File: src/rtl/div_pkg.sv
// Shared types and helpers for the iterative divider: state encoding,
// default width and the conditional two's-complement negate.
package div_pkg;

  localparam int DIV_WIDTH     = 32;
  // Widest operand the negate helper handles; callers size-cast in and out.
  localparam int DIV_MAX_WIDTH = 64;

  typedef enum logic [1:0] {
    IDLE = 2'd0,
    RUN  = 2'd1,
    FIX  = 2'd2,
    DONE = 2'd3
  } div_state_e;

  // Returns -v when neg is set, otherwise v. Used both for taking operand
  // magnitudes and for restoring result signs; the caller truncates.
  function automatic logic [DIV_MAX_WIDTH-1:0] neg_if(
    input logic [DIV_MAX_WIDTH-1:0] v,
    input logic                     neg
  );
    return neg ? ({DIV_MAX_WIDTH{1'b0}} - v) : v;
  endfunction

endpackage

File: src/rtl/div_step.sv
// One restoring radix-2 iteration: shift the next dividend bit into the
// partial remainder and subtract the divisor when it fits.
module div_step #(
  parameter int WIDTH = 32
) (
  input  logic [WIDTH-1:0] rem_i,
  input  logic             dvd_msb_i,
  input  logic [WIDTH-1:0] divisor_i,
  output logic [WIDTH-1:0] rem_o,
  output logic             q_bit_o
);

  logic [WIDTH:0]   shifted;
  logic [WIDTH-1:0] diff;
  logic             fits;

  assign shifted = {rem_i, dvd_msb_i};
  // Compare on W+1 bits so a remainder with its top bit set never truncates.
  assign fits    = (shifted >= {1'b0, divisor_i});
  // When it fits the true difference is below the divisor, so W bits suffice.
  assign diff    = shifted[WIDTH-1:0] - divisor_i;

  assign rem_o   = fits ? diff : shifted[WIDTH-1:0];
  assign q_bit_o = fits;

endmodule

File: src/rtl/div_unit.sv
// Iterative DIV/DIVU unit: quotient to lo, remainder to hi, one quotient bit
// per clock, start/busy/done handshake. WIDTH may range from 2 to 64.
module div_unit
  import div_pkg::*;
#(
  parameter int WIDTH = DIV_WIDTH
) (
  input  logic             clk,
  input  logic             rst_n,
  input  logic             start,
  input  logic             signed_op,
  input  logic [WIDTH-1:0] a,
  input  logic [WIDTH-1:0] b,
  output logic [WIDTH-1:0] lo,
  output logic [WIDTH-1:0] hi,
  output logic             busy,
  output logic             done,
  output logic             div0
);

  localparam int CW = $clog2(WIDTH) + 1;

  // Handshake: start is taken only in IDLE or DONE; while busy it is ignored.
  // done is a one-cycle pulse and lo/hi/div0 are valid from that cycle until
  // the next accepted operation overwrites them.
  div_state_e       state_q;
  logic [WIDTH-1:0] rem_q;
  logic [WIDTH-1:0] dvd_q;
  logic [WIDTH-1:0] dsr_q;
  logic [WIDTH-1:0] quot_q;
  logic [CW-1:0]    cnt_q;
  logic             sign_q_q;
  logic             sign_r_q;
  logic [WIDTH-1:0] lo_q;
  logic [WIDTH-1:0] hi_q;
  logic             busy_q;
  logic             done_q;
  logic             div0_q;

  logic [WIDTH-1:0] a_mag_d;
  logic [WIDTH-1:0] b_mag_d;
  logic [WIDTH-1:0] lo_fix_d;
  logic [WIDTH-1:0] hi_fix_d;
  logic [WIDTH-1:0] step_rem;
  logic             step_q;

  // Magnitudes are only taken for signed operations; DIVU uses raw operands.
  assign a_mag_d  = WIDTH'(neg_if(DIV_MAX_WIDTH'(a), signed_op & a[WIDTH-1]));
  assign b_mag_d  = WIDTH'(neg_if(DIV_MAX_WIDTH'(b), signed_op & b[WIDTH-1]));
  assign lo_fix_d = WIDTH'(neg_if(DIV_MAX_WIDTH'(quot_q), sign_q_q));
  assign hi_fix_d = WIDTH'(neg_if(DIV_MAX_WIDTH'(rem_q), sign_r_q));

  div_step #(
    .WIDTH (WIDTH)
  ) u_step (
    .rem_i     (rem_q),
    .dvd_msb_i (dvd_q[WIDTH-1]),
    .divisor_i (dsr_q),
    .rem_o     (step_rem),
    .q_bit_o   (step_q)
  );

  always_ff @(posedge clk) begin
    if (!rst_n) begin
      state_q  <= IDLE;
      rem_q    <= '0;
      dvd_q    <= '0;
      dsr_q    <= '0;
      quot_q   <= '0;
      cnt_q    <= '0;
      sign_q_q <= 1'b0;
      sign_r_q <= 1'b0;
      lo_q     <= '0;
      hi_q     <= '0;
      busy_q   <= 1'b0;
      done_q   <= 1'b0;
      div0_q   <= 1'b0;
    end else begin
      done_q <= 1'b0;
      case (state_q)
        IDLE, DONE: begin
          if (start) begin
            sign_q_q <= signed_op & (a[WIDTH-1] ^ b[WIDTH-1]);
            sign_r_q <= signed_op & a[WIDTH-1];
            dvd_q    <= a_mag_d;
            dsr_q    <= b_mag_d;
            rem_q    <= '0;
            quot_q   <= '0;
            cnt_q    <= '0;
            if (b == '0) begin
              // Divide by zero skips iteration and reports the raw dividend.
              state_q <= DONE;
              lo_q    <= '1;
              hi_q    <= a;
              div0_q  <= 1'b1;
              done_q  <= 1'b1;
              busy_q  <= 1'b0;
            end else begin
              state_q <= RUN;
              busy_q  <= 1'b1;
            end
          end else begin
            state_q <= IDLE;
            busy_q  <= 1'b0;
          end
        end
        RUN: begin
          rem_q  <= step_rem;
          dvd_q  <= {dvd_q[WIDTH-2:0], 1'b0};
          quot_q <= {quot_q[WIDTH-2:0], step_q};
          if (cnt_q == CW'(WIDTH - 1)) begin
            state_q <= FIX;
          end else begin
            cnt_q <= cnt_q + CW'(1);
          end
        end
        FIX: begin
          // Remainder follows the dividend's sign; overflow needs no special case.
          lo_q    <= lo_fix_d;
          hi_q    <= hi_fix_d;
          div0_q  <= 1'b0;
          done_q  <= 1'b1;
          busy_q  <= 1'b0;
          state_q <= DONE;
        end
        default: begin
          state_q <= IDLE;
          busy_q  <= 1'b0;
        end
      endcase
    end
  end

  assign lo   = lo_q;
  assign hi   = hi_q;
  assign busy = busy_q;
  assign done = done_q;
  assign div0 = div0_q;

endmodule

File: config.mk
export PLATFORM = sky130hd
export DESIGN_NAME = div_unit
export DESIGN_NICKNAME = d
export VERILOG_FILES = /design/src/rtl/div_pkg.sv /design/src/rtl/div_step.sv /design/src/rtl/div_unit.sv
export SDC_FILE = /design/constraint.sdc
export NUM_CORES = 1
export LEC_CHECK = 0
export BUFFER_PORTS_ARGS = -buffer_cell sky130_fd_sc_hd__buf_2
export CORE_MARGIN = 2
export CORE_UTILIZATION = 56
export CTS_BUF_LIST = sky130_fd_sc_hd__clkbuf_8
export CTS_CLUSTER_DIAMETER = 30
export DETAILED_ROUTE_END_ITERATION = 6
export PLACE_DENSITY = 0.83
export SLEW_MARGIN = 20
export SYNTH_ARGS = -nofsm -noshare
export SYNTH_HDL_FRONTEND = slang
export SYNTH_HIERARCHICAL = 1
export SYNTH_SLANG_ARGS = --single-unit
File: constraint.sdc
create_clock -name clk -period 2.7 [get_ports clk]
set_input_delay 0.81 -clock clk [delete_from_list [all_inputs] [get_ports clk]]
set_output_delay 0.81 -clock clk [all_outputs]
set_load 0.05 [all_outputs]
-- Yosys cells after proc, flatten, opt, wreduce, memory -nomap -nowiden
Index checks and enable logic that the tools add are counted.
- bitwise logic cells: 4
- $lt $le $gt $ge: 1
- reductions and logical operators: 9
- $add $sub $neg: 6
- eq/ne operators: 8
- mux-type cells: 32
- operators with widths (operator ; number):
    two-way mux 32 bit ; 11
    one-hot mux 32 bit (2 select lines) ; 5
    subtractor 1 x 32 -> 32 bit (first input constant) ; 4
    greater-or-equal comparator 33 x 32 -> 1 bit ; 1
    zero test 32 bit ; 1
    subtractor 32 bit ; 1
    two-way mux 6 bit ; 2
    one-hot mux 6 bit (2 select lines) ; 1
    != test 2 bit (second input constant) ; 4
    adder 6 x 1 -> 6 bit (second input constant) ; 1
    equality test 6 x 5 -> 1 bit (second input constant) ; 1
    two-way mux 1 bit ; 6
    two-way mux 2 bit ; 3
    one-hot mux 1 bit (2 select lines) ; 3
    one-hot mux 2 bit (3 select lines) ; 1
    AND reduction 3 bit ; 2
    equality test 2 bit (second input constant) ; 2
    AND reduction 2 bit ; 2
    nonzero test 2 bit ; 2
    AND 1 bit ; 3
    equality test 2 x 1 -> 1 bit (second input constant) ; 1
    zero test 2 bit ; 1
    OR reduction 2 bit ; 1
    XOR 1 bit ; 1
- input port bits: 68
- flip-flop bits (word level): 205
- output and inout bits: 67
- word-level logic and storage cells: 73

-- Longest topological paths before layout
Gate-level depths: netlist of run 1.
- depth after elaboration: 4
- mapped depth: 15
- mapped depth without buffers: 13

-- Cells and area by module
The synthesis of run 1 kept the hierarchy.
- by module, submodules not included (module ; instances ; area an instance (µm²) ; cells an instance ; seq. area each (µm²)):
    div_unit ; 1 ; 10297.4 ; 1254 ; 4103.9
    div_step ; 1 ; 2416.1 ; 338 ; 0.0

-- Least setup slack after synthesis of run 1
OpenSTA, ideal clock, no wires.
- path kind: register -> register
- start: register dsr_q[1]
- end: register rem_q[10]
- clock period less this slack: 2.916 ns
- setup slack: -0.216 ns
- path buffers: 2
- library setup time: 0.128 ns
- data arrival time: 2.788 ns
- required time: 2.572 ns
- stages on the path, launching flop included: 16
- cell sequence: dfxtp_1 inv_1 ha_1 nor2b_1 o21bai_4 a2111oi_4 o21ai_2 a211oi_2 o21ba_1 buf_6 nor2_8 inv_8 buf_12 mux2_4 a22oi_1 nor2_1
- longest elaborated chain between the ends: 3
- elaborated cells on any way between the ends: 4
- classes of those cells: 1 x add/sub; 1 x order compare; 2 x mux
- RTL lines (item ; line ; RTL):
    start, declared ; div_unit.sv:29 ; logic [WIDTH-1:0] dsr_q;
    start signal, assigned ; div_unit.sv:86 ; dsr_q <= b_mag_d;
    subtractor 32 bit or greater-or-equal comparator 33 x 32 -> 1 bit (tied branches) ; div_step.sv:21, div_step.sv:19 ;
    two-way mux 32 bit (*) ; div_step.sv:23 ; assign rem_o = fits ? diff : shifted[WIDTH-1:0];
    net step_rem[10] ; div_unit.sv:44 ; logic [WIDTH-1:0] step_rem;
    one-hot mux 32 bit (2 select lines) (*) ; div_unit.sv:80 ; case (state_q)
    end signal, assigned ; div_unit.sv:108 ; rem_q <= step_rem;
    end, declared ; div_unit.sv:27 ; logic [WIDTH-1:0] rem_q;
Mark *: on every way through the listed nets, which the timed path passes. The rest lies on a longest branch.
A chain may end at the register's enable or synchronous reset.

-- Worst setup path after layout of run 1
- start: register dsr_q[18]
- end: register rem_q[10]
- longest elaborated chain between the ends: 3
- RTL lines (item ; line ; RTL):
    greater-or-equal comparator 33 x 32 -> 1 bit ; div_step.sv:19 ; assign fits = (shifted >= {1'b0, divisor_i});
    two-way mux 32 bit ; div_step.sv:23 ;
    net step_rem[10] ; div_unit.sv:44 ;
    one-hot mux 32 bit (2 select lines) ; div_unit.sv:80 ;
The timed path passes the listed nets, and every way through them passes these cells.

==> results of run 1 <==
## sequential cells by signal (all words and copies together) (netlist names)
name and cells:
done 1, rem_q 32, hi 32, dvd_q 32
state_q 2, cnt_q 6, quot_q 32, sign_r_q 1
div0 1, busy 1, dsr_q 32, lo 32
sign_q_q 1
## metal layers
layer  share of wire [%]  track usage [%]  routed length, um
met4                 7.0             15.9               3390
met2                  45             55.6              21700
met5               0.029                0                 14
met3                  11             6.02               5270
met1                  37             43.4              18000
## cell usage in the layout (no fill, tap or decap), types with 9 or more instances in the layout
cell      Yosys  layout
buf_4         1     205
dfxtp_1     205     186
nor2_1      146     144
a21oi_1     151     135
buf_2         5     134
nand2_1     112     108
o21ai_0     109     100
xor2_1       88      88
inv_1        58      61
clkbuf_8      0      51
xnor2_1      45      45
a22oi_1      66      43
nand3_1      39      37
o31ai_1      43      34
nor3_1       33      30
or3_1        31      29
o211ai_1     29      29
ha_1         40      24
a22oi_2       0      23
a31oi_1      19      19
mux2_4       12      19
a211oi_1     20      18
nor4_1       19      17
a21o_1       17      17
dfxtp_2       0      14
a211o_1      13      13
or4_1        14      12
o41ai_1      17      12
a21oi_2       4      12
nand2b_1     11      11
nand4_1      11      11
ha_4          0      11
buf_12        1      10
buf_6         1      10
nor2b_1      11       9
## layout make-up
class | instances | area share, %
Multi-Input combinational cell | 1220 | 51.7
Sequential cell | 205 | 24.3
Timing Repair Buffer | 359 | 14.8
Clock buffer | 51 | 4.12
Tap cell | 285 | 2.09
Inverter | 60 | 1.40
Clock inverter | 28 | 1.36
Timing Repair inverter | 3 | 0.227
## logic make-up (layout without fill, tap and decap cells)
family | Yosys count | after routing
compound gates | 541 | 541
mux | 27 | 27
fa+ha+maj | 41 | 41
flops | 205 | 205
buf+inv | 167 | 501
simple gates | 478 | 478
xor+xnor | 133 | 133
## stage by stage
step	hold WS [ps]	setup TNS (ps)	util (%)	instances	power, mW
2_1_floorplan	429	-5580	-	1592	8.05
6_report	459	-9060	76.0	2211	14.9
3_3_place_gp	439	-19650	66.9	2098	9.88
5_1_grt	471	-10340	76.0	2211	15.4
4_1_cts	453	-1800	73.1	2196	13.9
3_5_place_dp	447	-24700	66.9	2098	10.0
## worst reg2reg max path, stage by stage (launching register included)
cell,delay (ps)
dfxtp_1,320
inv_1,220
ha_4,270
a21oi_2,190
o21ai_2,120
buf_4,180
nor3b_4,260
a211oi_4,110
o21ba_4,230
nor2_8,280
inv_8,110
mux2_4,330
a22oi_2,260
nor2_1,60
## final timing paths
check / endpoint / cells after the start / slack (ps) / from
hold reg to reg: hi[13] / 2 / 460 / hi[13]
hold / removal: hi[13] / 2 / 460 / hi[13]
setup / recovery: rem_q[10] / 13 / -370 / dsr_q[18]
setup reg to reg: rem_q[10] / 13 / -370 / dsr_q[18]
## what timing repair did
item                       CTS  global route
setup endpoints to repair   34            49
hold endpoints to repair     0             0
pin swaps                   30            55
buffers inserted            16            16
gates resized for setup     72           106
cloned                       3             0
## where the power goes
part / switching (mW) / internal, mW
combinational: 4.73 / 2.60
clock: 1.55 / 2.04
sequential: 0.362 / 3.60
total: 6.64 / 8.24
==> flow_summary.toml, run 1 <==
[run_status]
status = "finished with violations"
failed_checks = "design-rule violations, negative setup slack"

[sta]
worst_slack_ps = -373
slew_headroom_pct = 33.8
fmax_ghz = 0.325
rsz0062_at_grt = "true"
fin_crit_ps = 3070
period_share_pct = 114
hold_viol_final = 0
slew_violations = 0
skew_ps = 28.1
setup_viol = 39
worst_pin_slew_ps = 989

[die]
fp.dieArea_um2 = 23900
dieHeight_um = 155
io_pins = 135
initial_core_util_pct = 56.7
fp.dieW_um = 155
core_um2 = 22400
rows = 55

[placement]
place_congestion = 0.959
io_buffers = 134
hpwl_um = 28000
place_ws_ps = -331
dpl_cell_area_um2 = 15000

[global_route]
grt_usage_pct = 33.9
grt_antenna_before_repair = 1
grt_max_degree = 92
grt_pass1_vias = 13300
grt_pass1_wl_um = 67200
grt_overflow_total = 0

[drt]
via_count = 14800
ant_nets = 0
drt_iter0_drc = 1821
wl_per_cell_um = 21.9
viasPerCell = 6.69
drt-pass1-iter-count = 7
post-route-drc-count = 1
wirelength_um = 48300

[cts]
path_clk_slew_ps = 60
clock-sinks = 205
cts_buffers = 44
hold_buffers = 0
clockBufferDepth = 3
htreeDepth = 2
cts_tree = "built"
cts_root_buf = "clkbuf_8"
clkLatencyLatePin_ps = 570

[yosys]
ys_top_cells_by_count = "dfxtp_1, a21oi_1, nor2_1"
yosys-top-cells-area = "dfxtp_1, xor2_1, a21oi_1"
seq_area_frac_synth_pct = 32.3
synth_most_common_cell = "dfxtp_1"
synth_nets = 1701
syn_area_per_cell_um2 = 7.99
synth_fa_ha_area_share_pct = 4.09
synth-compound-area-share_pct = 27.8
ys_ff_latch = 205
syn_inst = 1592
ys_types = 80
synth_edf_count = 0
synth_top_family_by_area = "compound AO/OA/AOI/OAI gates"
synthFlopType = "dfxtp_1"
netlist_area_um2 = 12700
ys_async_sr_fraction_pct = 0
synth_area_leader_cell = "dfxtp_1"
synthMuxAreaShare_pct = 2.67
synth_simple_gate_area_share_pct = 18.6
ys_warn_count = 6
synth_top_area_share_pct = 32.3
synth_xor_area_share_pct = 9.16

[pwr]
vdd_ir_drop_max_uv = 946
power.density_nw_per_um2 = 873
p_leak_nw = 7.29

[finish]
num_antenna_cells = 0
drive_gt1_share_pct = 32.1
fillers = 1451
seqCellArea_um2 = 4140
multiInputGateArea_um2 = 8820
final_area_um2 = 17100
syn2layout_area_growth_pct = 34.2
layout.nets = 2002

[critical_path]
critPathBufInv = 3
path_max_fanout = 6
endpoint_kind = "register"
cp-start-kind = "register"
slowest_delay_ps = 330
cp_top_family = "compound AO/OA/AOI/OAI gates"
cp_slowest_cell = "mux2_4"
arrival_ps = 3500
cp_data_required_time_ps = 3130
crit_type = "register to register"
path_cells = "inv_1, ha_4, a21oi_2, o21ai_2, buf_4, nor3b_4, a211oi_4, o21ba_4, nor2_8, inv_8, mux2_4, a22oi_2, nor2_1"

[min_path]
hold_path_class = "register to register"

[run]
drv_cap = 0
Note: power is estimated with default switching activity, not from simulation.
==> run 2, diff against run 1 <==
==> constraint.sdc (replaced) <==
create_clock -name clk -period 2.7 [get_ports clk]
set_input_delay 0.135 -clock clk [delete_from_list [all_inputs] [get_ports clk]]
set_output_delay 0.135 -clock clk [all_outputs]
set_load 0.05 [all_outputs]
==> run 2 against run 1 <==
Against the previous run: the run ends with negative setup slack left; via count decreased by 4.7%; critical path depth up 1; wire length down 11%; total power down 3.7%; count of clock-buffer cells in the layout unchanged; fmax increased by 0.10%; flip-flop and latch count unchanged; first-iteration DRC count decreased by 16%; non-clock buffer count increased by 1; register-to-register slack hardly changed; sequential power down 1%; combinational power shrank 6.7%; highest routed layer is now met4.
==> flow_summary.toml, run 2 (same netlist as run 1, synthesis figures left out) <==
[sta]
hold_ws_ps = 20.5
fin_crit_ps = 3070
hold_viol_final = 0
slew_headroom_pct = 38.9
setup_viol = 33
worst_pin_slew_ps = 916
finalSetupTns_ps = -5830
period_share_pct = 114
slew_violations = 0
fmax_ghz = 0.326
skew_ps = 21.8
worst_slack_ps = -370
rsz0062_at_grt = "true"

[drt]
met2_length_um = 19700
wirelength_um = 42900
routed.top_layer = "met4"
post-route-drc-count = 0
drt_iter0_drc = 1535
ant_nets = 0
via_count = 14100
wl_met3_um = 4250
wl_per_cell_um = 19.4
drt-pass1-iter-count = 6
wl_met1_um = 17300
viasPerCell = 6.37

[pwr]
vdd_ir_drop_max_uv = 766
internal_power_mw = 8.10
p_seq_share_pct = 27.3
p_leak_nw = 7.16
power.density_nw_per_um2 = 848
power_frac_comb_pct = 47.8
swShare_pct = 43.5
switching_power_mw = 6.23
p_clk_share_pct = 24.9

[cts]
clockBufferDepth = 3
clkLatencyLatePin_ps = 580
path_clk_slew_ps = 60
htreeDepth = 2
cts_root_buf = "clkbuf_8"
cts_buffers = 45
cts_tree = "built"
clock-sinks = 205

[placement]
place_congestion = 0.963
dpl_cell_area_um2 = 14500
hpwl_um = 27600
io_buffers = 134
place_ws_ps = -236

[run]
drv_cap = 0

[die]
io_pins = 135
fp.dieArea_um2 = 23900
fp.dieW_um = 155
core_um2 = 22400
dieHeight_um = 155
initial_core_util_pct = 56.7
rows = 55

[global_route]
grt_usage_pct = 32.9
grt_overflow_total = 0
grt_max_degree = 92
grt_pass1_vias = 12900
grt_pass1_wl_um = 65200
grt_antenna_before_repair = 1

[critical_path]
r2r-end = "rem_q[30]"
endpoint_kind = "register"
rr_startpoint = "dvd_q[31]"
r2r_slack_ps = -370
cp-start-kind = "register"
crit_type = "register to register"
cp_data_required_time_ps = 3210
path_max_fanout = 2
ff2ff_path_depth = 14
arrival_ps = 3580

[min_path]
min_to = "dsr_q[12]"
min_from = "b[11]"
hold_path_class = "input pin to register"
min_path_cells = 4

[run_status]
failed_checks = "negative setup slack"
status = "finished with violations"

[finish]
drive_gt1_share_pct = 27.3
final_area_um2 = 16900
final_common_cell = "dfxtp_1"
layout.nets = 2005
final_cell_mix = "dfxtp_1, buf_4, nor2_1, a21oi_1, buf_2"
syn2layout_area_growth_pct = 32.9
run 2: cell count changes in the layout (fill, tap and decap cells not counted), sizes merged:
| cell | delta |
|---|---|
| buf | -60 |
| clkinv | -2 |
| clkinvlp | +3 |
| diode | +1 |
| dlygate4sd3 | +61 |
| inv | -1 |
| or4 | +1 |
run 2: worst max path at each step:
stage                         start        end  slack (ps)  cells past startpoint
final                     dvd_q[31]  rem_q[30]        -370                     14
after global routing      dvd_q[31]  rem_q[30]        -430                     14
after CTS                 dvd_q[31]  rem_q[28]        -110                     13
after detailed placement  dvd_q[31]  rem_q[28]        -240                     13
after global placement    dvd_q[31]  rem_q[28]        -190                     13
after floorplan            rem_q[2]   rem_q[9]        -110                     14
run 2: what timing repair did:
item	4_1_cts	5_1_grt
setup buffers	12	18
hold endpoints to repair	64	0
setup endpoints to repair	34	54
gates cloned	3	1
pin swaps	24	55
hold buffers	62	0
resized for setup	58	51
run 2: final cells by class:
type	count	area (um2)
clock buffers	51	702
flip-flops and latches	205	4130
clock inverters	28	236
multi-input cells	1221	8560
repair inverters	3	28.8
diodes	1	2.50
fillers	1530	5540
repair buffers	360	2640
inverters	60	239
well taps	285	357
run 2: layer usage:
metal  vias to the layer above  track usage, %
met1                      6633            43.5
li1                       6430               -
met5                         -               0
met4                         0            12.2
met2                       881            54.6
met3                       160            5.16
run 2: worst max-delay path, stage by stage, from the launching register on:
cell and delay [ps]:
dfxtp_2 330, inv_2 40, ha_4 150, fa_2 350
nor2b_2 180, o31a_1 210, o21ai_2 90, a211o_1 300
a311oi_4 300, buf_4 170, a211oi_2 60, or3_1 340
a31oi_1 200, a22oi_1 130, nor2_1 160
run 2: power by group through the flow:
stage                     Clock [mW]  Sequential, mW  Combinational [mW]
after floorplan                    0            4.51                3.51
after global placement             0            3.92                5.89
after detailed placement           0            3.94                6.01
after CTS                       3.57            3.90                6.36
after global routing            3.73            3.97                7.25
final                           3.56            3.91                6.85
run 2: through the flow:
| stage | std cells | power, mW | util, % |
|---|---|---|---|
| final | 2214 | 14.3 | 75.3 |
| after global routing | 2214 | 14.9 | 75.3 |
| after CTS | 2197 | 13.8 | 73.5 |
| after detailed placement | 2041 | 9.95 | 64.8 |
| after global placement | 2041 | 9.82 | 64.8 |
| after floorplan | 1592 | 8.03 | - |
==> run 3, diff against run 2 <==
--- a/config.mk
+++ b/config.mk
@@ -7,11 +7,11 @@
 export LEC_CHECK = 0
 export BUFFER_PORTS_ARGS = -buffer_cell sky130_fd_sc_hd__buf_2
 export CORE_MARGIN = 2
-export CORE_UTILIZATION = 56
+export CORE_UTILIZATION = 41
 export CTS_BUF_LIST = sky130_fd_sc_hd__clkbuf_8
 export CTS_CLUSTER_DIAMETER = 30
 export DETAILED_ROUTE_END_ITERATION = 6
-export PLACE_DENSITY = 0.83
+export PLACE_DENSITY = 0.64
 export SLEW_MARGIN = 20
 export SYNTH_ARGS = -nofsm -noshare
 export SYNTH_HDL_FRONTEND = slang
==> run 3 against run 2 <==
Against the previous run: the run still ends with negative setup slack left; flip-flop and latch count stayed put; sequential power hardly changed; total power is 1.4% higher; critical path type unchanged.
==> flow_summary.toml, run 3 (same netlist as run 1, synthesis figures left out) <==
[critical_path]
cp_slowest_cell = "a311oi_4"
cp_data_required_time_ps = 3210
path_cells = "inv_2, ha_4, fa_2, nor2b_2, o31a_1, o21ai_2, a211o_1, a311oi_4, buf_4, a21oi_2, mux2_4, o31ai_2, a22oi_1, nor2_1"
arrival_ps = 3450
r2r-end = "rem_q[28]"
critPathBufInv = 2
cp_top_family = "compound AO/OA/AOI/OAI gates"
path_max_fanout = 3
r2r_slack_ps = -240
ff2ff_path_depth = 14
cp-start-kind = "register"
rr_startpoint = "dvd_q[31]"
slowest_delay_ps = 350
crit_type = "register to register"
endpoint_kind = "register"

[pwr]
vdd_ir_drop_max_uv = 538
power.density_nw_per_um2 = 844
p_leak_nw = 7.29

[placement]
io_buffers = 134
place_ws_ps = -256
hpwl_um = 28300
place_congestion = 0.912
dp_cells = 2154

[global_route]
grt_pass1_wl_um = 64400
grt_max_degree = 92
grt_overflow_total = 0
grt_pass1_vias = 12400
grt_usage_pct = 23.8
grt_antenna_before_repair = 0

[sta]
period_share_pct = 109
slew_violations = 0
fmax_ghz = 0.340
fin_crit_ps = 2940
rsz0062_at_grt = "true"
hold_viol_final = 0
setup_viol = 27
worst_slack_ps = -242
slew_headroom_pct = 29.8
worst_pin_slew_ps = 1050
skew_ps = 25.6

[finish]
final_common_cell = "dfxtp_1"
syn2layout_area_growth_pct = 35.5
finish.utilization_pct = 56.3
drive_gt1_share_pct = 27.4
final_cell_mix = "dfxtp_1, a21oi_1, buf_4, nor2_1, buf_2"
num_antenna_cells = 0
layout.nets = 2014
instances_no_fill = 2341

[run_status]
status = "finished with violations"
failed_checks = "negative setup slack"

[cts]
clkLatencyLatePin_ps = 580
cts_tree = "built"
clock-sinks = 205
cts_buffers = 52
cts_root_buf = "clkbuf_8"
path_clk_slew_ps = 60
clockBufferDepth = 3
htreeDepth = 2

[drt]
ant_nets = 0
wl_per_cell_um = 17.2
drt_iter0_drc = 1107
via_count = 13100
drt-pass1-iter-count = 5
wirelength_um = 40400
viasPerCell = 5.58
post-route-drc-count = 0

[die]
core_um2 = 30600
fp.dieArea_um2 = 32400
initial_core_util_pct = 41.6
rows = 64
fp.dieW_um = 180
io_pins = 135
dieHeight_um = 180

[min_path]
min_to = "rem_q[27]"
min_from = "rst_n"
min_path_cells = 3
hold_path_class = "input pin to register"

[run]
drv_cap = 0
run 3: how the worst max path moves through the flow:
| stage | startpoint | endpoint | depth (start not counted) |
|---|---|---|---|
| after floorplan | rem_q[2] | rem_q[9] | 14 |
| after global placement | dvd_q[31] | rem_q[28] | 13 |
| after detailed placement | dvd_q[31] | rem_q[28] | 13 |
| after CTS | dvd_q[31] | rem_q[30] | 14 |
| after global routing | dvd_q[31] | rem_q[30] | 14 |
| final | dvd_q[31] | rem_q[28] | 14 |
run 3: repair_timing:
item | 4_1_cts | 5_1_grt
setup endpoints to repair | 32 | 55
hold endpoints to repair | 79 | 0
cloned | 3 | 0
pin swaps | 58 | 39
buffers inserted | 12 | 15
hold buffers | 65 | 0
resized for setup | 61 | 47
run 3: where the power goes:
group | internal (mW) | switching [mW] | leakage [nW]
Sequential | 3.60 | 0.310 | 1.68
Combinational | 2.39 | 4.17 | 5.03
Clock | 2.40 | 1.67 | 0.583
Total | 8.39 | 6.14 | 7.29
run 3: cell type report:
class / instances / area [um2]
Clock inverter: 32 / 270
Clock buffer: 62 / 853
Timing Repair inverter: 3 / 28.8
Multi-Input combinational cell: 1220 / 8510
Inverter: 60 / 240
Tap cell: 396 / 495
Timing Repair Buffer: 363 / 2690
Sequential cell: 205 / 4140
Fill cell: 2850 / 13400
run 3: worst min-delay path, cell delays in order:
cell,delay [ps]
buf_2,140
inv_4,140
nor2_1,130
run 3: metal layers:
metal | GRT usage, % | routed length, um
met1 | 34.2 | 19500
met2 | 37.1 | 17600
met3 | 3.86 | 2430
met4 | 6.13 | 782
met5 | 0 | 0
run 3: through the flow:
step / cell area, um2 / hold WS [ps] / TNS [ps] / total power [mW]
floorplan: 12800 / 271 / -1190 / 8.03
global placement: 14700 / 437 / -3330 / 9.97
detailed placement: 14700 / 444 / -5210 / 10.0
CTS: 16900 / 19.3 / -4670 / 14.5
global route: 17200 / 42.6 / -7770 / 15.4
finish: 17200 / 36.7 / -3190 / 14.5
